<file path="src/rtl/div_seq.sv">
// rtl/div_seq.sv - multi-cycle radix-2 restoring divider for DIV/DIVU (optional DIV_EARLY_OUT_EN)
module div_seq #(
  parameter int DATA_W = 32
) (
  input  logic                  clk,
  input  logic                  rst,
  input  logic                  signed_div_i,
  input  logic [DATA_W-1:0]     opdata1_i,
  input  logic [DATA_W-1:0]     opdata2_i,
  input  logic                  start_i,
  input  logic                  annul_i,
  output logic [2*DATA_W-1:0]   result_o,
  output logic                  ready_o,
  output logic                  busy_o
);

  localparam int CNT_W = $clog2(DATA_W + 1);

  localparam logic [1:0] S_FREE   = 2'd0;
  localparam logic [1:0] S_BYZERO = 2'd1;
  localparam logic [1:0] S_ON     = 2'd2;
  localparam logic [1:0] S_END    = 2'd3;

  logic [1:0]        state;
  logic [CNT_W-1:0]  cnt;
  // dvd starts as |dividend| and shifts quotient bits in from the bottom
  logic [DATA_W-1:0] dvd;
  logic [DATA_W-1:0] dvs;
  logic [DATA_W-1:0] rem;
  logic              sign_q;
  logic              sign_r;

  logic              op1_neg;
  logic              op2_neg;
  logic [DATA_W-1:0] abs1;
  logic [DATA_W-1:0] abs2;
  logic [DATA_W:0]   shifted;
  logic [DATA_W:0]   diff;
  logic              ge;
  logic [DATA_W-1:0] rem_next;
  logic [DATA_W-1:0] quot_fix;
  logic [DATA_W-1:0] rem_fix;

  // Operand magnitudes; only signed divides take absolute values
  always_comb begin
    op1_neg = signed_div_i & opdata1_i[DATA_W-1];
    op2_neg = signed_div_i & opdata2_i[DATA_W-1];
    abs1    = op1_neg ? -opdata1_i : opdata1_i;
    abs2    = op2_neg ? -opdata2_i : opdata2_i;
  end

  // One restoring step. The shifted remainder can reach DATA_W+1 bits; when
  // its top bit is set it certainly exceeds the divisor, and the true
  // difference is below the divisor so the low DATA_W bits of diff are exact.
  always_comb begin
    shifted  = {rem, dvd[DATA_W-1]};
    diff     = shifted - {1'b0, dvs};
    ge       = rem[DATA_W-1] | ~diff[DATA_W];
    rem_next = ge ? diff[DATA_W-1:0] : shifted[DATA_W-1:0];
    quot_fix = sign_q ? -dvd : dvd;
    rem_fix  = sign_r ? -rem : rem;
  end

  assign busy_o = (state == S_BYZERO) || (state == S_ON);

  // Sequencing FSM and datapath registers
  always_ff @(posedge clk) begin
    if (rst) begin
      state    <= S_FREE;
      cnt      <= '0;
      dvd      <= '0;
      dvs      <= '0;
      rem      <= '0;
      sign_q   <= 1'b0;
      sign_r   <= 1'b0;
      result_o <= '0;
      ready_o  <= 1'b0;
    end else begin
      case (state)
        S_FREE: begin
          ready_o <= 1'b0;
          if (start_i && !annul_i) begin
            if (opdata2_i == '0) begin
              state <= S_BYZERO;
`ifdef DIV_EARLY_OUT_EN
            end else if (abs1 < abs2) begin
              state    <= S_END;
              result_o <= {opdata1_i, {DATA_W{1'b0}}};
              ready_o  <= 1'b1;
`endif
            end else begin
              dvd    <= abs1;
              dvs    <= abs2;
              rem    <= '0;
              sign_q <= op1_neg ^ op2_neg;
              sign_r <= op1_neg;
              cnt    <= '0;
              state  <= S_ON;
            end
          end
        end
        S_BYZERO: begin
          if (annul_i) begin
            state <= S_FREE;
          end else begin
            state    <= S_END;
            result_o <= '0;
            ready_o  <= 1'b1;
          end
        end
        S_ON: begin
          if (annul_i) begin
            state <= S_FREE;
          end else if (cnt == CNT_W'(DATA_W)) begin
            result_o <= {rem_fix, quot_fix};
            ready_o  <= 1'b1;
            state    <= S_END;
          end else begin
            rem <= rem_next;
            dvd <= {dvd[DATA_W-2:0], ge};
            cnt <= cnt + CNT_W'(1);
          end
        end
        S_END: begin
          if (!start_i || annul_i) begin
            state   <= S_FREE;
            ready_o <= 1'b0;
          end
        end
        default: state <= S_FREE;
      endcase
    end
  end

endmodule

</file>
<file path="config.mk">
export PLATFORM = sky130hd
export DESIGN_NAME = div_seq
export DESIGN_NICKNAME = d
export VERILOG_FILES = /design/src/rtl/div_seq.sv
export SDC_FILE = /design/constraint.sdc
export NUM_CORES = 1
export LEC_CHECK = 0
export CAP_MARGIN = 20
export CORE_MARGIN = 1
export CORE_UTILIZATION = 60
export CTS_BUF_LIST = sky130_fd_sc_hd__clkbuf_4
export DETAILED_ROUTE_END_ITERATION = 16
export PLACE_DENSITY = 0.86
export SYNTH_ARGS = -nofsm -noshare
export SYNTH_HDL_FRONTEND = slang
export SYNTH_SLANG_ARGS = --single-unit
export TNS_END_PERCENT = 30
</file>
<file path="constraint.sdc">
create_clock -name clk -period 7.3 [get_ports clk]
set_input_delay 1.46 -clock clk [delete_from_list [all_inputs] [get_ports clk]]
set_output_delay 1.46 -clock clk [all_outputs]
set_load 0.01 [all_outputs]
</file>
; After elaboration in Yosys (flattened, before gate mapping)
; Cells that the tools add are included.
[word_totals]
ff_bits = 171
inputBits = 69
output_inout_bits = 66
word_cells = 83
[classes]
n_addsub = 6
eq_ne = 12
mux = 36
bitwise = 6
n_reduce_logical = 14
[op_table]
columns = operator, n
row1 = $mux 32, 13
row2 = $mux 64, 3
row3 = $neg 32->32, 4
row4 = $pmux 32 s2, 2
row5 = $pmux 64 s2, 1
row6 = $sub 33x32->33, 1
row7 = $logic_not 32->1, 1
row8 = $mux 6, 4
row9 = $mux 2, 6
row10 = $ne 2x2->1 const B, 6
row11 = $pmux 6 s2, 1
row12 = $pmux 2 s4, 1
row13 = $reduce_and 4->1, 2
row14 = $add 6x1->6 const B, 1
row15 = $eq 6x6->1 const B, 1
row16 = $reduce_and 3->1, 2
row17 = $reduce_and 5->1, 1
row18 = $eq 2x2->1 const B, 2
row19 = $mux 1, 4
row20 = $pmux 1 s4, 1
row21 = $reduce_bool 2->1, 2
row22 = $ne 3x2->1 const B, 1
row23 = $and 1x1->1, 2
row24 = $eq 2x1->1 const B, 1
row25 = other kinds (8), 11

; Logic depth before layout (Yosys ltp)
; Gate-level depths: netlist of the first run.
[depth]
depth_word = 7
mapped_depth = 13
depth_no_buf = 12

; Worst setup path after synthesis of the first run
; OpenSTA, ideal clock, no wires.
[synth_path]
path_type = input -> register
startpoint = in opdata2_i[13]
endpoint = reg cnt[5]
setup_time_ps = 132
arrival_time_ps = 4097
required_ps = 7168
setup_slack_ps = 3071
cell_stages = 10
n_path_buf = 1
cell_sequence = or4_1 or4_1 or3_1 o41ai_2 a211oi_1 clkbuf_1 and4_1 nand3_1 xor2_1 nor3_1
[synth_via]
elab_chain_cells = 3
[synth_lines]
columns = item, line
row1 = start: declaration, 9  ; input logic [DATA_W-1:0] opdata2_i,
row2 = $logic_not 32->1, 83  ; if (opdata2_i == '0) begin
row3 = $ne 2x2->1 (no source line), n/a
row4 = $reduce_and 5->1 (no source line), n/a
row5 = end signal: assignment, 121  ; cnt <= cnt + CNT_W'(1);
row6 = end: declaration, 25  ; logic [CNT_W-1:0] cnt;
; Every way passes these cells.
; A chain may end at the register's enable or synchronous reset.

; Worst setup path after layout of the first run
[layout_path]
startpoint = in opdata2_i[13]
endpoint = reg rem[18]
[layout_via]
elab_chain_cells = 3
[layout_lines]
columns = item, line
row1 = $logic_not 32->1, 83
row2 = $ne 2x2->1 (no source line), n/a
row3 = $reduce_and 5->1 (no source line), n/a
row4 = end signal: assignment, 119  ; rem <= rem_next;
row5 = end: declaration, 29  ; logic [DATA_W-1:0] rem;
; Every way passes these cells.

==> results of run 1 <==
==> placed cells by master (no fill, tap or decap), types with 20 or more instances in the layout <==
master | Yosys | layout
a211oi_1 | 32 | 31
a21oi_1 | 103 | 102
a22oi_1 | 28 | 28
clkdlybuf4s50_1 | 0 | 133
dfxtp_1 | 171 | 171
ha_1 | 43 | 42
inv_1 | 55 | 55
mux2i_1 | 20 | 20
nand2_1 | 203 | 203
nand3_1 | 33 | 33
nor2_1 | 110 | 110
nor3_1 | 22 | 21
o21ai_0 | 129 | 129
o31ai_1 | 26 | 26
xnor2_1 | 81 | 81
xor2_1 | 71 | 71
==> power by group through the flow <==
stage	Sequential (mW)	Combinational, mW	Clock [mW]
after floorplan	1.11	0.992	0
after global placement	1.14	1.30	0
after detailed placement	1.14	1.33	0
after CTS	1.12	1.33	0.594
after global routing	1.14	1.50	0.631
final	1.13	1.36	0.590
==> cell type report <==
| class | count | area [sq um] | share of cell area |
|---|---|---|---|
| multi-input cells | 1081 | 6730 | 0.543 |
| inverters | 55 | 206 | 0.0167 |
| clock inverters | 13 | 165 | 0.0133 |
| repair buffers | 145 | 1440 | 0.116 |
| well taps | 225 | 282 | 0.0227 |
| flip-flops and latches | 171 | 3420 | 0.276 |
| clock buffers | 19 | 143 | 0.0115 |
==> flip-flops by register name, summed over array words and instances, names as in the netlist <==
name and flops:
rem 32, sign_q 1, cnt 6, sign_r 1, state 2, result_o 64
ready_o 1, dvs 32, dvd 32
==> cells by family (layout without fill, tap and decap cells) <==
| family | Yosys count | after routing | share of synthesized area |
|---|---|---|---|
| fa+ha+maj | 44 | 44 | 0.0526 |
| simple gates | 457 | 457 | 0.194 |
| xor+xnor | 152 | 152 | 0.125 |
| buf+inv | 131 | 232 | 0.0468 |
| flops | 171 | 171 | 0.323 |
| mux | 21 | 21 | 0.0199 |
| compound gates | 407 | 407 | 0.238 |
==> worst max-delay path: stages <==
cell	delay, ns
clkdlybuf4s50_1	0.48
or4_1	0.61
or4_1	0.47
or3_1	0.42
o41ai_2	0.62
a211oi_4	0.12
buf_4	0.28
and2_0	0.47
nand2b_1	0.46
o21ai_0	0.16
==> how the worst min path moves through the flow <==
stage	start	endpoint	slack (ns)	cells past startpoint
2_1_floorplan	dvs[16]$_SDFFE_PP0P_	dvs[16]$_SDFFE_PP0P_	0.43	2
3_3_place_gp	result_o[16]$_SDFFE_PP0P_	result_o[16]$_SDFFE_PP0P_	0.43	2
3_5_place_dp	result_o[16]$_SDFFE_PP0P_	result_o[16]$_SDFFE_PP0P_	0.44	2
4_1_cts	result_o[34]$_SDFFE_PP0P_	result_o[34]$_SDFFE_PP0P_	0.47	2
5_1_grt	result_o[0]$_SDFFE_PP0P_	result_o[0]$_SDFFE_PP0P_	0.49	2
6_report	result_o[34]$_SDFFE_PP0P_	result_o[34]$_SDFFE_PP0P_	0.46	2
==> through the flow <==
step | instances | instance area (sq um)
floorplan | 1383 | 10600
global placement | 1676 | 12100
CTS | 1708 | 12400
global route | 1709 | 12400
detailed placement | 1676 | 12100
finish | 1709 | 12400
==> routing by layer <==
metal  GRT usage  vias up  share of wire
met5           0        -              0
met4       0.109        0          0.022
met3      0.0514       48          0.074
met2       0.480      427           0.44
met1       0.449     4817           0.46
li1            -     5061              -
==> impl_metrics.tcl, run 1 <==
set metrics [dict create \
    dieHeight_microns 135 \
    postCtsSetupBuffers 0 \
    combPwrFrac 0.442 \
    r2r_start "dvd[31]$_SDFFE_PP0P_" \
    ctsHoldBuffers 0 \
    final_util 0.716 \
    pwr-share-clk 0.192 \
    async_flop_share 0 \
    post-route-period-util 0.699 \
    drt-vias-per-instance 6.06 \
    ir_drop_mv 0.423 \
    cts.sinks 171 \
    status "finished clean" \
    max_slew_margin 0.266 \
    yosys.area.top_type "dfxtp_1" \
    yosysMostFrequentCell "nand2_1" \
    drc 0 \
    fp.dieW_microns 135 \
    worst-setup-path-type "primary input to flop" \
    tightest_slew_ns 1.10 \
    hold_viol 0 \
    regToRegEndpoint "rem[18]$_SDFFE_PP0P_" \
    finalSetupTns_ns 0 \
    seqPwrFrac 0.366 \
    cp.required_ns 7.76 \
    dr_total_vias 10400 \
    fin_ws_ns 2.19 \
    numCtsBuffers 17 \
    cts-htree-levels 4 \
    fmax_mhz 196 \
    p_sw_mw 1.30 \
    worstRegToRegCells 13 \
    grtUsageTotal 0.315 \
    fin_nets 1584 \
    synth_top_cells_by_count "nand2_1 (203), dfxtp_1 (171), o21ai_0 (129)" \
    synth_top_cell_area_share 0.323 \
    synth_edf_count 0 \
    die-area_sq_um 18200 \
    dp_hpwl_microns 21600 \
    placement.io_buffers 134 \
    grt_pass1_vias 8899 \
    seq_area_frac_synth 0.323 \
    ctsResizeCount 0 \
    grt_max_degree 85 \
    syn_avg_cell_area_sq_um 7.67 \
    drv_cap 0 \
    swShare 0.424 \
    final.min_clock_period_ns 5.11 \
    fillers 1415 \
    crit_path_end "rem[18]$_SDFFE_PP0P_" \
    netlist_area_sq_um 10600 \
    cts_tree "done" \
    gp_congestion 0.934 \
    antenna_found_initial 0 \
    power_density_nw_per_um2 249 \
    drtIter0Drc 1071 \
    slew_viol_final 0 \
    clk_pin_slew_ns 0.13 \
    end_kind "flop" \
    internal-power_mw 1.77 \
    core_area_sq_um 17300 \
    wire_per_inst_microns 16.8 \
    ys_ff_latch 171 \
    placementRows 48 \
    synth_cell_types 60 \
    finalSetupViolCount 0 \
    rsz0062_at_grt "no" \
    drtPass1Iterations 5 \
    grt_pass1_wl_microns 45300 \
    crit_arrival_ns 5.57 \
    initial_core_util 0.613 \
    finClkSkew_ns 0.0229 \
    clock_path_buffers 2 \
    synth_ff_type "dfxtp_1" \
    synthCells 1383 \
    wirelength_microns 28600 \
    synth_nets 1496 \
    holdWs_ns 0.461 \
    insertedDiodeCount 0 \
    critPathMaxFanout 39 \
    cts_root_buf "clkbuf_4" \
    gr-total-overflow 0 \
    yosys_warnings 0 \
    clk_latency_ns 0.60 \
    startpoint_type "primary input" \
    p_total_mw 3.08 \
    min_path_type "flop to flop" \
    ios 135 \
    layout-drive-gt1-share 0.0404 \
    reg2reg_slack_ns 3.11 \
    ant_nets 0 \
    area_growth_pct 16.7 \
    pre_cts_slack_ns 1.62 \
    synth.area.top_cells "dfxtp_1 (32%), nand2_1 (7.2%), xnor2_1 (6.7%)" \
    worstSetupStartpoint "opdata2_i[13]" \
    p_leak_nw 4.76 \
]
(Power assumes the default switching activity.)
==> run 2: changes to the inputs <==
--- a/config.mk
+++ b/config.mk
@@ -7,10 +7,10 @@
 export LEC_CHECK = 0
 export CAP_MARGIN = 20
 export CORE_MARGIN = 1
-export CORE_UTILIZATION = 60
+export CORE_UTILIZATION = 58
 export CTS_BUF_LIST = sky130_fd_sc_hd__clkbuf_4
 export DETAILED_ROUTE_END_ITERATION = 16
-export PLACE_DENSITY = 0.86
+export PLACE_DENSITY = 0.83
 export SYNTH_ARGS = -nofsm -noshare
 export SYNTH_HDL_FRONTEND = slang
 export SYNTH_SLANG_ARGS = --single-unit
==> constraint.sdc (replaced) <==
create_clock -name clk -period 5.1 [get_ports clk]
set_input_delay 1.02 -clock clk [delete_from_list [all_inputs] [get_ports clk]]
set_output_delay 1.02 -clock clk [all_outputs]
set_load 0.01 [all_outputs]
==> run 2 against run 1 <==
Cell area rose by 0.38%. Setup slack worse by 1.1 ns. Non-clock buffer count rose by 6. Die area is 3.4% higher. Power rose by 44%. Register-to-register slack got worse by 1.9 ns. Critical path depth increased by 2. Cell count up 0.64%. Combinational power up 45%. Critical endpoint is now cnt[5]$_SDFFE_PP0P_. Highest routed layer unchanged.
==> impl_metrics.tcl, run 2 (synthesized netlist as in run 1, its figures left out) <==
set metrics [dict create \
    rsz0062_at_grt "no" \
    fin_nets 1590 \
    core_area_sq_um 18000 \
    clk_pin_slew_ns 0.14 \
    layout_commonest_cell "nand2_1" \
    post-route-period-util 0.783 \
    layout-drive-gt1-share 0.0456 \
    stdcell_area_sq_um 12400 \
    antenna_found_initial 1 \
    startpoint_type "primary input" \
    path_cells "clkdlybuf4s50_1, or4_1, or4_1, or3_1, o41ai_2, buf_4, a211oi_4, buf_4, and4_1, nand3_1, xor2_1, nor3_1" \
    dr_total_vias 10300 \
    die-area_sq_um 18800 \
    end_kind "flop" \
    numCtsBuffers 17 \
    worst-setup-path-type "primary input to flop" \
    slew_viol_final 0 \
    cp.required_ns 5.56 \
    min_path_type "flop to flop" \
    drc 0 \
    critPathMaxFanout 35 \
    p_leak_nw 4.79 \
    grt_pass1_vias 8941 \
    cts.sinks 171 \
    area_growth_pct 17.2 \
    grtUsageTotal 0.307 \
    ios 135 \
    clock_path_buffers 2 \
    cts-htree-levels 4 \
    gr-total-overflow 0 \
    fin_ws_ns 1.11 \
    registers.top_by_ff_count "result_o" \
    wirelength_microns 28300 \
    placement.io_buffers 134 \
    gp_congestion 0.948 \
    final_cell_mix "nand2_1 (203), dfxtp_1 (171), clkdlybuf4s50_1 (133)" \
    initial_core_util 0.591 \
    largest_reg_flops 64 \
    finalSetupViolCount 0 \
    max_slew_margin 0.333 \
    fp.dieW_microns 137 \
    power_density_nw_per_um2 358 \
    drtIter0Drc 919 \
    ctsHoldBuffers 0 \
    drtPass1Iterations 5 \
    placementRows 49 \
    fmax_mhz 251 \
    finalSetupTns_ns 0 \
    ant_nets 0 \
    grt_max_degree 66 \
    crit_arrival_ns 4.45 \
    dieHeight_microns 137 \
    dp_hpwl_microns 21400 \
    ir_drop_mv 0.489 \
    drv_cap 0 \
    grt_pass1_wl_microns 45500 \
    ctsResizeCount 0 \
    finClkSkew_ns 0.0123 \
    cts_tree "done" \
    wire_per_inst_microns 16.5 \
    postCtsSetupBuffers 0 \
    cp_slowest_stage_delay_ns 0.62 \
    tightest_slew_ns 1.00 \
    status "finished clean" \
    cts_root_buf "clkbuf_4" \
    dpl_cell_area_sq_um 12100 \
    hold_viol 0 \
    final.min_clock_period_ns 3.99 \
    clk_latency_ns 0.60 \
    pre_cts_slack_ns 0.545 \
    critPathSlowestCell "or4_1" \
    drt-vias-per-instance 5.97 \
]
run 2: final timing paths:
path                                               start                  endpoint  slack [ns]  cells after the start
worst max-delay path                       opdata2_i[13]       cnt[5]$_SDFFE_PP0P_        1.11                     12
worst min-delay path            result_o[6]$_SDFFE_PP0P_  result_o[6]$_SDFFE_PP0P_        0.46                      2
worst max register to register      dvd[31]$_SDFFE_PP0P_      rem[13]$_SDFFE_PP0P_        1.19                     13
worst min register to register  result_o[6]$_SDFFE_PP0P_  result_o[6]$_SDFFE_PP0P_        0.46                      2
run 2: routing by layer:
| layer | wire, microns | vias up | track usage |
|---|---|---|---|
| li1 | - | 5078 | - |
| met1 | 13600 | 4797 | 0.456 |
| met2 | 12400 | 360 | 0.465 |
| met3 | 1890 | 28 | 0.0430 |
| met4 | 347 | 0 | 0.0720 |
| met5 | 0 | - | 0 |
run 2: worst max-delay path, delay by kind of cell:
kind / cells / cell delay, ns
and+or+nand+nor: 6 / 1.94
AOI/OAI and AO/OA: 2 / 0.39
xor gates and xnor gates: 1 / 0.15
buffers and inverters: 3 / 0.93
run 2: cell type report:
cell class,instances,area (sq um)
timing repair buffer,151,1470
inverter,55,206
sequential,171,3420
multi-input combinational,1081,6730
fill,1487,5530
clock inverter,14,185
antenna,1,2.50
tap,229,287
clock buffer,18,135
run 2: per-stage QoR:
stage / cells / utilization / power [mW] / hold WS [ns]
2_1_floorplan: 1383 / - / 3.00 / 0.432
3_3_place_gp: 1687 / 0.674 / 3.52 / 0.435
3_5_place_dp: 1687 / 0.674 / 3.56 / 0.442
4_1_cts: 1719 / 0.692 / 4.42 / 0.461
5_1_grt: 1720 / 0.692 / 4.72 / 0.490
6_report: 1720 / 0.692 / 4.45 / 0.462
run 2: report_power, final:
part	switching, mW	leakage [nW]	total (mW)	internal (mW)
clock	0.514	0.168	0.872	0.358
combinational	1.24	3.23	1.97	0.729
sequential	0.141	1.39	1.61	1.46
total	1.90	4.79	4.45	2.55
